`config.mk`:
```
export PLATFORM = sky130hd
export DESIGN_NAME = tx_port_monitor_gen
export DESIGN_NICKNAME = d
export VERILOG_FILES = /design/src/rtl/tx_port_monitor_gen.sv
export SDC_FILE = /design/constraint.sdc
export NUM_CORES = 1
export LEC_CHECK = 0
export CAP_MARGIN = 20
export CORE_AREA = 5 5 243 245
export CTS_BUF_LIST = sky130_fd_sc_hd__clkbuf_4 sky130_fd_sc_hd__clkbuf_8
export CTS_CLUSTER_DIAMETER = 80
export DETAILED_ROUTE_END_ITERATION = 10
export DIE_AREA = 0 0 248 250
export GPL_TIMING_DRIVEN = 1
export SLEW_MARGIN = 25
export SYNTH_ARGS = -nofsm -noshare
export SYNTH_HDL_FRONTEND = slang
export SYNTH_SLANG_ARGS = --single-unit
```
`constraint.sdc`:
```
create_clock -name CLK -period 6.5 [get_ports CLK]
set_input_delay 1.3 -clock CLK [delete_from_list [all_inputs] [get_ports CLK]]
set_output_delay 1.3 -clock CLK [all_outputs]
set_load 0.05 [all_outputs]
```
`src/rtl/tx_port_monitor_gen.sv`:
```
// tx_port_monitor_gen
// -------------------
// Watches the event/payload stream that tx_port_channel_gate leaves in its
// FIFO and turns it into transactions for the tx_port_buffer writer:
//   * an open marker (C_EVT_BEATS event beats) raises TXN with LEN/OFF/LAST
//     taken from the final open beat,
//   * after ACK, payload beats are forwarded on WR_DATA/WR_EN with WR_WORDS
//     giving the number of valid 32-bit words (the final beat is truncated
//     to exactly LEN words),
//   * surplus payload is dropped until a close marker (C_EVT_BEATS event
//     beats) returns the block to IDLE,
//   * a downstream TX_ERR abandons the payload and pulses ERR_ABORT.
//
// Handshakes:
//   EVT FIFO : EVT_DATA_RD_EN pops a beat when EVT_DATA_EMPTY=0; that beat is
//              presented on EVT_DATA in the following cycle (1-cycle latency).
//   Writer   : WR_EN is a one-cycle strobe with no backpressure; the monitor
//              itself throttles by stopping reads when WR_COUNT nears full.
//   TXN/ACK  : TXN stays high until sampled together with ACK=1; that cycle
//              is the transfer and TXN falls on the next edge.
//
// Ports:
//   CLK, RST_N        clock, asynchronous active-low reset
//   EVT_DATA          FIFO beat; bit [C_DATA_WIDTH] flags an event beat whose
//                     bits [63:0] are {LEN[31:0], OFF[30:0], LAST}
//   EVT_DATA_EMPTY    FIFO empty
//   EVT_DATA_RD_EN    FIFO pop
//   WR_DATA/WR_EN     payload beat and its write strobe
//   WR_WORDS          valid words in WR_DATA (from the LSB) while WR_EN=1
//   WR_COUNT          downstream FIFO fill level
//   TXN/ACK           transaction parameters valid / consumed
//   LAST, OFF, LEN    transaction parameters
//   WORDS_RECVD       payload words forwarded in the current transaction
//   DONE              low only while payload is being forwarded
//   TX_ERR            downstream error
//   ERR_ABORT         one-cycle pulse when TX_ERR cut a transaction short
//   DBG_STATE         current FSM state encoding
module tx_port_monitor_gen #(
  parameter int C_DATA_WIDTH       = 256,
  parameter int C_FIFO_DEPTH       = 512,
  parameter int C_FIFO_HEADROOM    = 4,
  parameter int C_EVT_BEATS        = 2,
  parameter int C_FIFO_DEPTH_WIDTH = $clog2((2**$clog2(C_FIFO_DEPTH))+1),
  parameter int C_WCNT_WIDTH       = $clog2(C_DATA_WIDTH/32)+1
) (
  input  logic                          CLK,
  input  logic                          RST_N,
  input  logic [C_DATA_WIDTH:0]         EVT_DATA,
  input  logic                          EVT_DATA_EMPTY,
  output logic                          EVT_DATA_RD_EN,
  output logic [C_DATA_WIDTH-1:0]       WR_DATA,
  output logic                          WR_EN,
  output logic [C_WCNT_WIDTH-1:0]       WR_WORDS,
  input  logic [C_FIFO_DEPTH_WIDTH-1:0] WR_COUNT,
  output logic                          TXN,
  input  logic                          ACK,
  output logic                          LAST,
  output logic [30:0]                   OFF,
  output logic [31:0]                   LEN,
  output logic [31:0]                   WORDS_RECVD,
  output logic                          DONE,
  input  logic                          TX_ERR,
  output logic                          ERR_ABORT,
  output logic [2:0]                    DBG_STATE
);

  localparam int W = C_DATA_WIDTH / 32;
  localparam logic [31:0] W_U32 = 32'(W);
  localparam logic [C_WCNT_WIDTH-1:0] W_CNT = C_WCNT_WIDTH'(W);
  localparam logic [C_FIFO_DEPTH_WIDTH-1:0] AF_LEVEL =
    C_FIFO_DEPTH_WIDTH'(C_FIFO_DEPTH - C_FIFO_HEADROOM);
  localparam logic [2:0] EVT_LAST = 3'(C_EVT_BEATS - 1);

  typedef enum logic [2:0] {
    S_IDLE  = 3'd0,
    S_OPEN  = 3'd1,
    S_TXN   = 3'd2,
    S_READ  = 3'd3,
    S_DRAIN = 3'd4,
    S_CLOSE = 3'd5
  } state_t;

  state_t state, state_nxt;

  logic       vld;        // EVT_DATA holds a beat popped last cycle
  logic       af;         // downstream almost full
  logic       err_q;      // TX_ERR delayed one cycle
  logic [2:0] ecnt, ecnt_nxt;

  logic        is_evt, evt_vld, pay_vld, open_final;
  logic [31:0] remaining;
  logic        last_beat;
  logic [C_WCNT_WIDTH-1:0] beat_words;
  logic        capture, words_clr, wr_en_c, abort_c;

  assign is_evt  = EVT_DATA[C_DATA_WIDTH];
  assign evt_vld = vld & is_evt;
  assign pay_vld = vld & ~is_evt;

  // The beat that completes the open marker must not be followed by a pop:
  // the FSM parks in TXN and a beat arriving there would be lost.
  assign open_final = evt_vld &&
                      (((state == S_IDLE) && (C_EVT_BEATS == 1)) ||
                       ((state == S_OPEN) && (ecnt == EVT_LAST)));

  assign remaining  = LEN - WORDS_RECVD;
  assign last_beat  = (remaining <= W_U32);
  assign beat_words = last_beat ? remaining[C_WCNT_WIDTH-1:0] : W_CNT;

  // Gated with RST_N so no pop can happen while reset is held.
  assign EVT_DATA_RD_EN = RST_N && !EVT_DATA_EMPTY && (state != S_TXN) &&
                          !af && !open_final;

  assign WR_DATA   = EVT_DATA[C_DATA_WIDTH-1:0];
  assign WR_EN     = wr_en_c;
  assign WR_WORDS  = beat_words;
  assign TXN       = (state == S_TXN);
  assign DONE      = (state != S_READ);
  assign DBG_STATE = state;

  always_ff @(posedge CLK or negedge RST_N) begin
    if (!RST_N) begin
      state <= S_IDLE;
    end else begin
      state <= state_nxt;
    end
  end

  always_comb begin
    state_nxt = state;
    ecnt_nxt  = ecnt;
    capture   = 1'b0;
    words_clr = 1'b0;
    wr_en_c   = 1'b0;
    abort_c   = 1'b0;
    case (state)
      S_IDLE: begin
        if (evt_vld) begin
          if (C_EVT_BEATS == 1) begin
            state_nxt = S_TXN;
            ecnt_nxt  = 3'd0;
            capture   = 1'b1;
          end else begin
            state_nxt = S_OPEN;
            ecnt_nxt  = 3'd1;
          end
        end
      end
      S_OPEN: begin
        if (evt_vld) begin
          if (ecnt == EVT_LAST) begin
            state_nxt = S_TXN;
            ecnt_nxt  = 3'd0;
            capture   = 1'b1;
          end else begin
            ecnt_nxt = ecnt + 3'd1;
          end
        end
      end
      S_TXN: begin
        if (ACK) begin
          words_clr = 1'b1;
          state_nxt = (LEN == 32'd0) ? S_DRAIN : S_READ;
        end
      end
      S_READ: begin
        // Event beats win over a pending error; an error cycle drops any
        // payload beat arriving with it since the transaction is over.
        if (evt_vld) begin
          if (C_EVT_BEATS == 1) begin
            state_nxt = S_IDLE;
            ecnt_nxt  = 3'd0;
          end else begin
            state_nxt = S_CLOSE;
            ecnt_nxt  = 3'd1;
          end
        end else if (err_q) begin
          state_nxt = S_DRAIN;
          abort_c   = 1'b1;
        end else if (pay_vld) begin
          wr_en_c = 1'b1;
          if (last_beat) begin
            state_nxt = S_DRAIN;
          end
        end
      end
      S_DRAIN: begin
        if (evt_vld) begin
          if (C_EVT_BEATS == 1) begin
            state_nxt = S_IDLE;
            ecnt_nxt  = 3'd0;
          end else begin
            state_nxt = S_CLOSE;
            ecnt_nxt  = 3'd1;
          end
        end
      end
      S_CLOSE: begin
        if (evt_vld) begin
          if (ecnt == EVT_LAST) begin
            state_nxt = S_IDLE;
            ecnt_nxt  = 3'd0;
          end else begin
            ecnt_nxt = ecnt + 3'd1;
          end
        end
      end
      default: begin
        state_nxt = S_IDLE;
        ecnt_nxt  = 3'd0;
      end
    endcase
  end

  always_ff @(posedge CLK or negedge RST_N) begin
    if (!RST_N) begin
      vld         <= 1'b0;
      af          <= 1'b0;
      err_q       <= 1'b0;
      ecnt        <= 3'd0;
      LEN         <= 32'd0;
      OFF         <= 31'd0;
      LAST        <= 1'b0;
      WORDS_RECVD <= 32'd0;
      ERR_ABORT   <= 1'b0;
    end else begin
      vld       <= EVT_DATA_RD_EN;
      af        <= (WR_COUNT >= AF_LEVEL);
      err_q     <= TX_ERR;
      ecnt      <= ecnt_nxt;
      ERR_ABORT <= abort_c;
      if (capture) begin
        {LEN, OFF, LAST} <= EVT_DATA[63:0];
      end
      if (words_clr) begin
        WORDS_RECVD <= 32'd0;
      end else if (wr_en_c) begin
        WORDS_RECVD <= WORDS_RECVD + 32'(beat_words);
      end
    end
  end

endmodule
```
==> results of run 1 <==
worst max-delay path, stage by stage (launching register included):
cell and delay (ns):
dfrtp_1 0.45, inv_1 0.11, ha_1 0.38, a21oi_1 0.36, o21ai_0 0.14, a211o_1 0.33
or2_4 0.27, or4_1 0.50, and4b_1 0.20, or4_1 0.46, and4b_2 0.35, nand2b_1 0.17
clkdlybuf4s50_1 0.75
state kept, by name (all words and copies together) (netlist names), 3 cells and up:
name	cells
WORDS_RECVD	32
LEN	32
OFF	31
ecnt	3
DBG_STATE	3
synthesized netlist by cell type, types with 4 or more instances:
cell type / instances
or3_1: 11
xnor2_1: 20
nand2_1: 65
buf_4: 256
nor3_1: 18
and3_1: 8
o21ai_0: 36
and2_1: 8
a21o_1: 17
a211oi_1: 10
o211ai_1: 9
nor3b_1: 4
a21oi_1: 52
ha_1: 35
mux2i_1: 5
xor2_1: 5
clkbuf_1: 29
nor2_1: 55
o22ai_1: 5
nor2b_1: 4
o31ai_1: 5
nand4_1: 21
a211o_1: 4
nand3_1: 27
inv_1: 48
nor4_1: 14
a31oi_1: 6
o41ai_1: 4
mux2_2: 63
dfrtp_1: 106
o21a_1: 13
metal layers:
| layer | track usage, % | vias to the layer above | routed length [microns] |
|---|---|---|---|
| met4 | 7.26 | 2 | 2640 |
| met1 | 11.0 | 3498 | 12000 |
| met5 | 0.477 | - | 34 |
| li1 | - | 3363 | - |
| met2 | 17.1 | 344 | 15800 |
| met3 | 4.60 | 139 | 3420 |
cell families (layout without fill, tap and decap cells):
logic type,after synthesis,in the layout,synth area share (%)
DFF,106,106,29.4
adders and majority gates,37,37,5.30
buffers and inverters,340,339,25.0
and+or+nand+nor,260,260,14.9
muxes,68,68,8.42
AOI/OAI and AO/OA,197,197,14.5
xor gates and xnor gates,25,25,2.43
layout make-up:
cell class	instances	area share, %
well taps	765	8.87
inverters	48	1.67
flip-flops and latches	106	24.6
repair buffers	276	25.0
clock inverters	4	0.267
clock buffers	11	1.29
multi-input cells	587	38.3
path summary, 6_finish.rpt:
check,to,from,cells after the start
max in group asynchronous,WORDS_RECVD[17],RST_N,3
worst min register to register,ERR_ABORT,err_q,2
worst max register to register,WORDS_RECVD[27],WORDS_RECVD[7],18
worst min-delay path,ERR_ABORT,err_q,2
min in group asynchronous,WORDS_RECVD[5],RST_N,2
worst max-delay path,WR_WORDS[3],WORDS_RECVD[7],12
power by group through the flow:
stage	Combinational (mW)	Sequential [mW]	Clock, mW
after floorplan	2.50	1.96	0
after global placement	4.44	1.18	0
after detailed placement	4.45	1.19	0
after CTS	4.47	1.18	0.428
after global routing	4.83	1.21	0.454
final	4.49	1.17	0.403
per-stage QoR:
step	std cells	setup slack [ns]	utilization [%]	total power, mW	cell area (sq um)
5_1_grt	1797	0.0852	18.9	6.49	10800
2_1_floorplan	1033	0.811	-	4.46	9020
6_report	1797	0.298	18.9	6.06	10800
4_1_cts	1797	0.0894	18.9	6.08	10800
3_3_place_gp	1782	0.567	18.6	5.62	10600
3_5_place_dp	1782	0.486	18.6	5.64	10600
==> results.cfg, run 1 <==
[status]
outcome = complete, no violations

[critical_path]
path_class = reg -> out
worstPathMaxFanout = 8
arrival_ns = 4.90
r2r_setup_slack_ns = 0.86
cp-start-kind = flop
required_ns = 5.20
setup.worst_path.end_class = primary output

[final_layout]
layout.nets = 1337
multi_input_area_sq_um = 4130
layout-drive-gt1-share_pct = 12.2
layout.cells.most_common = clkdlybuf4s50_1
fill_cells = 6388
seqCellArea_sq_um = 2650
mostFrequentLayoutCells = 246 x clkdlybuf4s50_1, 106 x dfrtp_1, 65 x nand2_1
syn2layout_area_growth_pct = 19.6
n_antenna_cell = 0

[clock_tree]
clock_path_buffers = 2
post_cts_resized = 1
post_cts_buffers = 0
clk_latency_ns = 0.42
cts.clk_slew.worst_paths_ns = 0.11
htreeDepth = 3
numCtsBuffers = 9
tritoncts = done
clockRootBuffer = clkbuf_8
cts_hold_buf = 0
clock_sinks = 106

[timing]
fmax_mhz = 161
clock_skew_ns = 0.0211
post-route-period-util_pct = 95.4
setup_viol_count_final = 0
slew_headroom_pct = 35.0
whs_ns = 0.496
rsz0062_at_grt = false
hold_viol_final = 0
worstMarginPinSlew_ns = 0.967
fin_crit_ns = 6.20
tns_ns = 0
slew_viol_final = 0

[power]
clock_power_share_pct = 6.6
p_per_area_nw_per_um2 = 562
switching_share_pct = 55.2
peakVddDrop_mv = 0.258
comb_power_share_pct = 74.1
p_sw_mw = 3.35
seqPwrFrac_pct = 19.3
p_int_mw = 2.72
p_leak_nw = 4.40

[placed_design]
place_congestion = 0.891
io_buffers = 249
dp_hpwl_microns = 27700

[min_path]
hold_path.class = reg -> reg

[drt]
vias_per_cell = 4.09
ant_nets = 0
first_pass_iters = 5
route.vias.total = 7346
finalWirelength_microns = 33900
routedWlPerCell_microns = 18.9
drt_first_iter_violations = 442
drc = 0

[synth]
synth-main-ff-cell = dfrtp_1
async_flop_share_pct = 100
ys_warn_count = 0
yosys.cell_types.count = 73
synth_cells = 1033
ys_seq_area_share_pct = 29.4
synth_fp_nets = 1342
synth-seq-cells = 106
synth_area_leaders = dfrtp_1 29%, buf_4 21%, mux2_2 7.9%, ha_1 4.9%, a21oi_1 2.9%
synth_top_cell_area_share_pct = 29.4
synth_edf_count = 0
synth_area_per_cell_sq_um = 8.73
netlist_area_sq_um = 9020
yosys.area.top_type = dfrtp_1

[floorplanning]
die_height_microns = 250
num_rows = 88
die_w_microns = 248
core_region_area_sq_um = 56900
die-area_sq_um = 62000
io_pins = 636
start_util_pct = 15.8

[global_route]
grt_usage_pct = 10.6
grt_pass1_wl_microns = 50300
grt_overflow = 0
grt_max_degree = 71
first_global_vias = 7847
antenna_found_initial = 0

[job]
cap_violations = 0
Note: power is estimated with default switching activity, not from simulation.
==> run 2: changes to the inputs <==
--- a/config.mk
+++ b/config.mk
@@ -12,6 +12,7 @@
 export DETAILED_ROUTE_END_ITERATION = 10
 export DIE_AREA = 0 0 248 250
 export GPL_TIMING_DRIVEN = 1
+export HOLD_SLACK_MARGIN = 0.02
 export SLEW_MARGIN = 25
 export SYNTH_ARGS = -nofsm -noshare
 export SYNTH_HDL_FRONTEND = slang
==> results of run 2 <==
Final layout, timing and power as in run 1 (identical DEF).
==> run 3: changes to the inputs <==
--- a/config.mk
+++ b/config.mk
@@ -5,14 +5,16 @@
 export SDC_FILE = /design/constraint.sdc
 export NUM_CORES = 1
 export LEC_CHECK = 0
+export ABC_AREA = 1
 export CAP_MARGIN = 20
-export CORE_AREA = 5 5 243 245
+export CORE_AREA = 5 5 242 244
 export CTS_BUF_LIST = sky130_fd_sc_hd__clkbuf_4 sky130_fd_sc_hd__clkbuf_8
 export CTS_CLUSTER_DIAMETER = 80
 export DETAILED_ROUTE_END_ITERATION = 10
-export DIE_AREA = 0 0 248 250
+export DIE_AREA = 0 0 247 249
 export GPL_TIMING_DRIVEN = 1
 export HOLD_SLACK_MARGIN = 0.02
+export PLACE_DENSITY_LB_ADDON = 0.15
 export SLEW_MARGIN = 25
 export SYNTH_ARGS = -nofsm -noshare
 export SYNTH_HDL_FRONTEND = slang
==> run 3 against run 2 <==
  * Global-route usage up 2.3 points
  * Final area grew 6.5%
  * Largest cell class unchanged
  * Critical path type unchanged
  * Synthesized area rose by 8.6%
  * Power increased by 7.1%
  * Worst setup slack improved by 0.52 ns
  * Combinational power rose by 10%
  * Sequential power shrank 5%
  * Critical path depth rose by 4
  * Hold slack got worse by 0.062 ns
  * Register-to-register slack better by 0.35 ns
  * Highest routed layer is now met4
  * Flip-flop and latch count stayed put
==> results.cfg, run 3 <==
[status]
outcome = complete, no violations

[clock_tree]
numCtsBuffers = 9
clk_latency_ns = 0.42
clockRootBuffer = clkbuf_8
clock_sinks = 106
cts_hold_buf = 0
cts.clk_slew.worst_paths_ns = 0.12
tritoncts = done
htreeDepth = 3
post_cts_resized = 0
clock_path_buffers = 2
post_cts_buffers = 0

[critical_path]
cp-start-kind = flop
required_ns = 5.20
worstPathMaxFanout = 7
setup.worst_path.end_class = primary output
arrival_ns = 4.38
path_class = reg -> out

[synth]
ys_warn_count = 0
synth.most_common_cell = nand2_1
ys_seq_area_share_pct = 27.1
synth_edf_count = 0
synth_top_cell_area_share_pct = 27.1
async_flop_share_pct = 100
netlist_area_sq_um = 9800
synth_area_per_cell_sq_um = 6.48
yosys.area.top_type = dfrtp_1
synth_cells = 1511
synth_fp_nets = 1820
yosys.cell_types.count = 45
synth-main-ff-cell = dfrtp_1
synth-seq-cells = 106
synth_top_cells_by_count = 525 x nand2_1, 256 x buf_4, 195 x inv_1
synth_area_leaders = dfrtp_1 27%, nand2_1 20%, buf_4 20%, inv_1 7.5%, ha_1 4.5%

[timing]
fin_ws_ns = 0.822
rsz0062_at_grt = false
slew_viol_final = 0
fmax_mhz = 176
setup_viol_count_final = 0
clock_skew_ns = 0.0217
whs_ns = 0.434
slew_headroom_pct = 39.9
hold_viol_final = 0
worstMarginPinSlew_ns = 0.901
post-route-period-util_pct = 87.4
tns_ns = 0
fin_crit_ns = 5.68

[drt]
route.vias.total = 8895
ant_nets = 0
first_pass_iters = 5
finalWirelength_microns = 40700
drt_first_iter_violations = 335
drc = 0
routedWlPerCell_microns = 18.0
vias_per_cell = 3.93

[final_layout]
final_util_pct = 20.5
layout.nets = 1815
stdcell_count = 2265
reg_top3 = LEN x32, WORDS_RECVD x32, OFF x31
layout.cells.most_common = nand2_1
n_antenna_cell = 0
layout-drive-gt1-share_pct = 3.98
syn2layout_area_growth_pct = 17.2
mostFrequentLayoutCells = 525 x nand2_1, 248 x clkdlybuf4s50_1, 195 x inv_1

[global_route]
grt_usage_pct = 12.9
first_global_vias = 9206
grt_max_degree = 69
grt_pass1_wl_microns = 59600
grt_overflow = 0
antenna_found_initial = 0

[placed_design]
io_buffers = 249
pre_cts_ws_ns = 1.03
place_congestion = 0.824
dp_hpwl_microns = 34800
dp_cells = 2251

[floorplanning]
die_height_microns = 249
core_region_area_sq_um = 56100
num_rows = 87
start_util_pct = 17.5
die-area_sq_um = 61500
die_w_microns = 247
io_pins = 636

[power]
p_leak_nw = 5.69
p_per_area_nw_per_um2 = 565
peakVddDrop_mv = 0.141

[job]
cap_violations = 0

[min_path]
hold_path.class = reg -> reg
-- run 3: final timing paths --
| path | from | endpoint | slack, ns | cells past startpoint |
|---|---|---|---|---|
| worst max-delay path | WORDS_RECVD[0] | WR_WORDS[1] | 0.82 | 16 |
| worst min-delay path | af | vld | 0.43 | 1 |
| worst max register to register | WORDS_RECVD[0] | WORDS_RECVD[28] | 1.21 | 26 |
| worst min register to register | af | vld | 0.43 | 1 |
| max in group asynchronous | RST_N | OFF[30] | 4.20 | 3 |
| min in group asynchronous | RST_N | DBG_STATE[1] | 1.11 | 2 |
-- run 3: power by group --
group	internal (mW)	leakage (nW)	switching [mW]
Clock	0.174	0.0832	0.256
Sequential	0.870	1.41	0.242
Combinational	1.55	4.20	3.40
Total	2.60	5.69	3.90
-- run 3: area by class of cell --
type / count / area, sq um
inverters: 202 / 758
clock inverters: 5 / 57.6
fillers: 6428 / 44600
well taps: 756 / 946
flip-flops and latches: 106 / 2650
multi-input cells: 932 / 4410
repair buffers: 255 / 2530
clock buffers: 9 / 124
-- run 3: metrics by stage --
step | instance area [sq um] | total power [mW]
floorplan | 9800 | 4.90
global placement | 11300 | 6.17
detailed placement | 11300 | 6.16
CTS | 11500 | 6.62
global route | 11500 | 7.20
finish | 11500 | 6.49
-- run 3: kinds of logic after synthesis --
logic type	share of synthesized area, %
AND/OR/NAND/NOR	34.8
flip-flops	27.1
adder cells (fa/ha/maj)	4.88
XOR/XNOR	0.715
AO/OA/AOI/OAI	4.60
buffers and inverters	27.9
-- run 3: per-layer routing --
metal	share of wire (%)	routed length (microns)	vias to the layer above	GRT usage [%]
met5	0	0	-	0.477
met4	4.3	1750	0	5.39
met3	7.9	3220	129	4.10
met2	52	21000	332	23.7
met1	36	14700	4003	13.3
li1	-	-	4431	-
-- run 3: critical path: stages, from the launching register on --
cell and delay, ns:
dfrtp_1 0.49, ha_1 0.25, fa_1 0.41, inv_1 0.13, nand2_1 0.06, nand2_1 0.08, nand3_1 0.11, nand2_2 0.14
nand2_2 0.07, nand2_2 0.09, nand2_2 0.08, nand3_1 0.10, nand2_1 0.06, nor2_1 0.10, nand3_1 0.27, nor3_1 0.59
clkdlybuf4s50_1 0.92
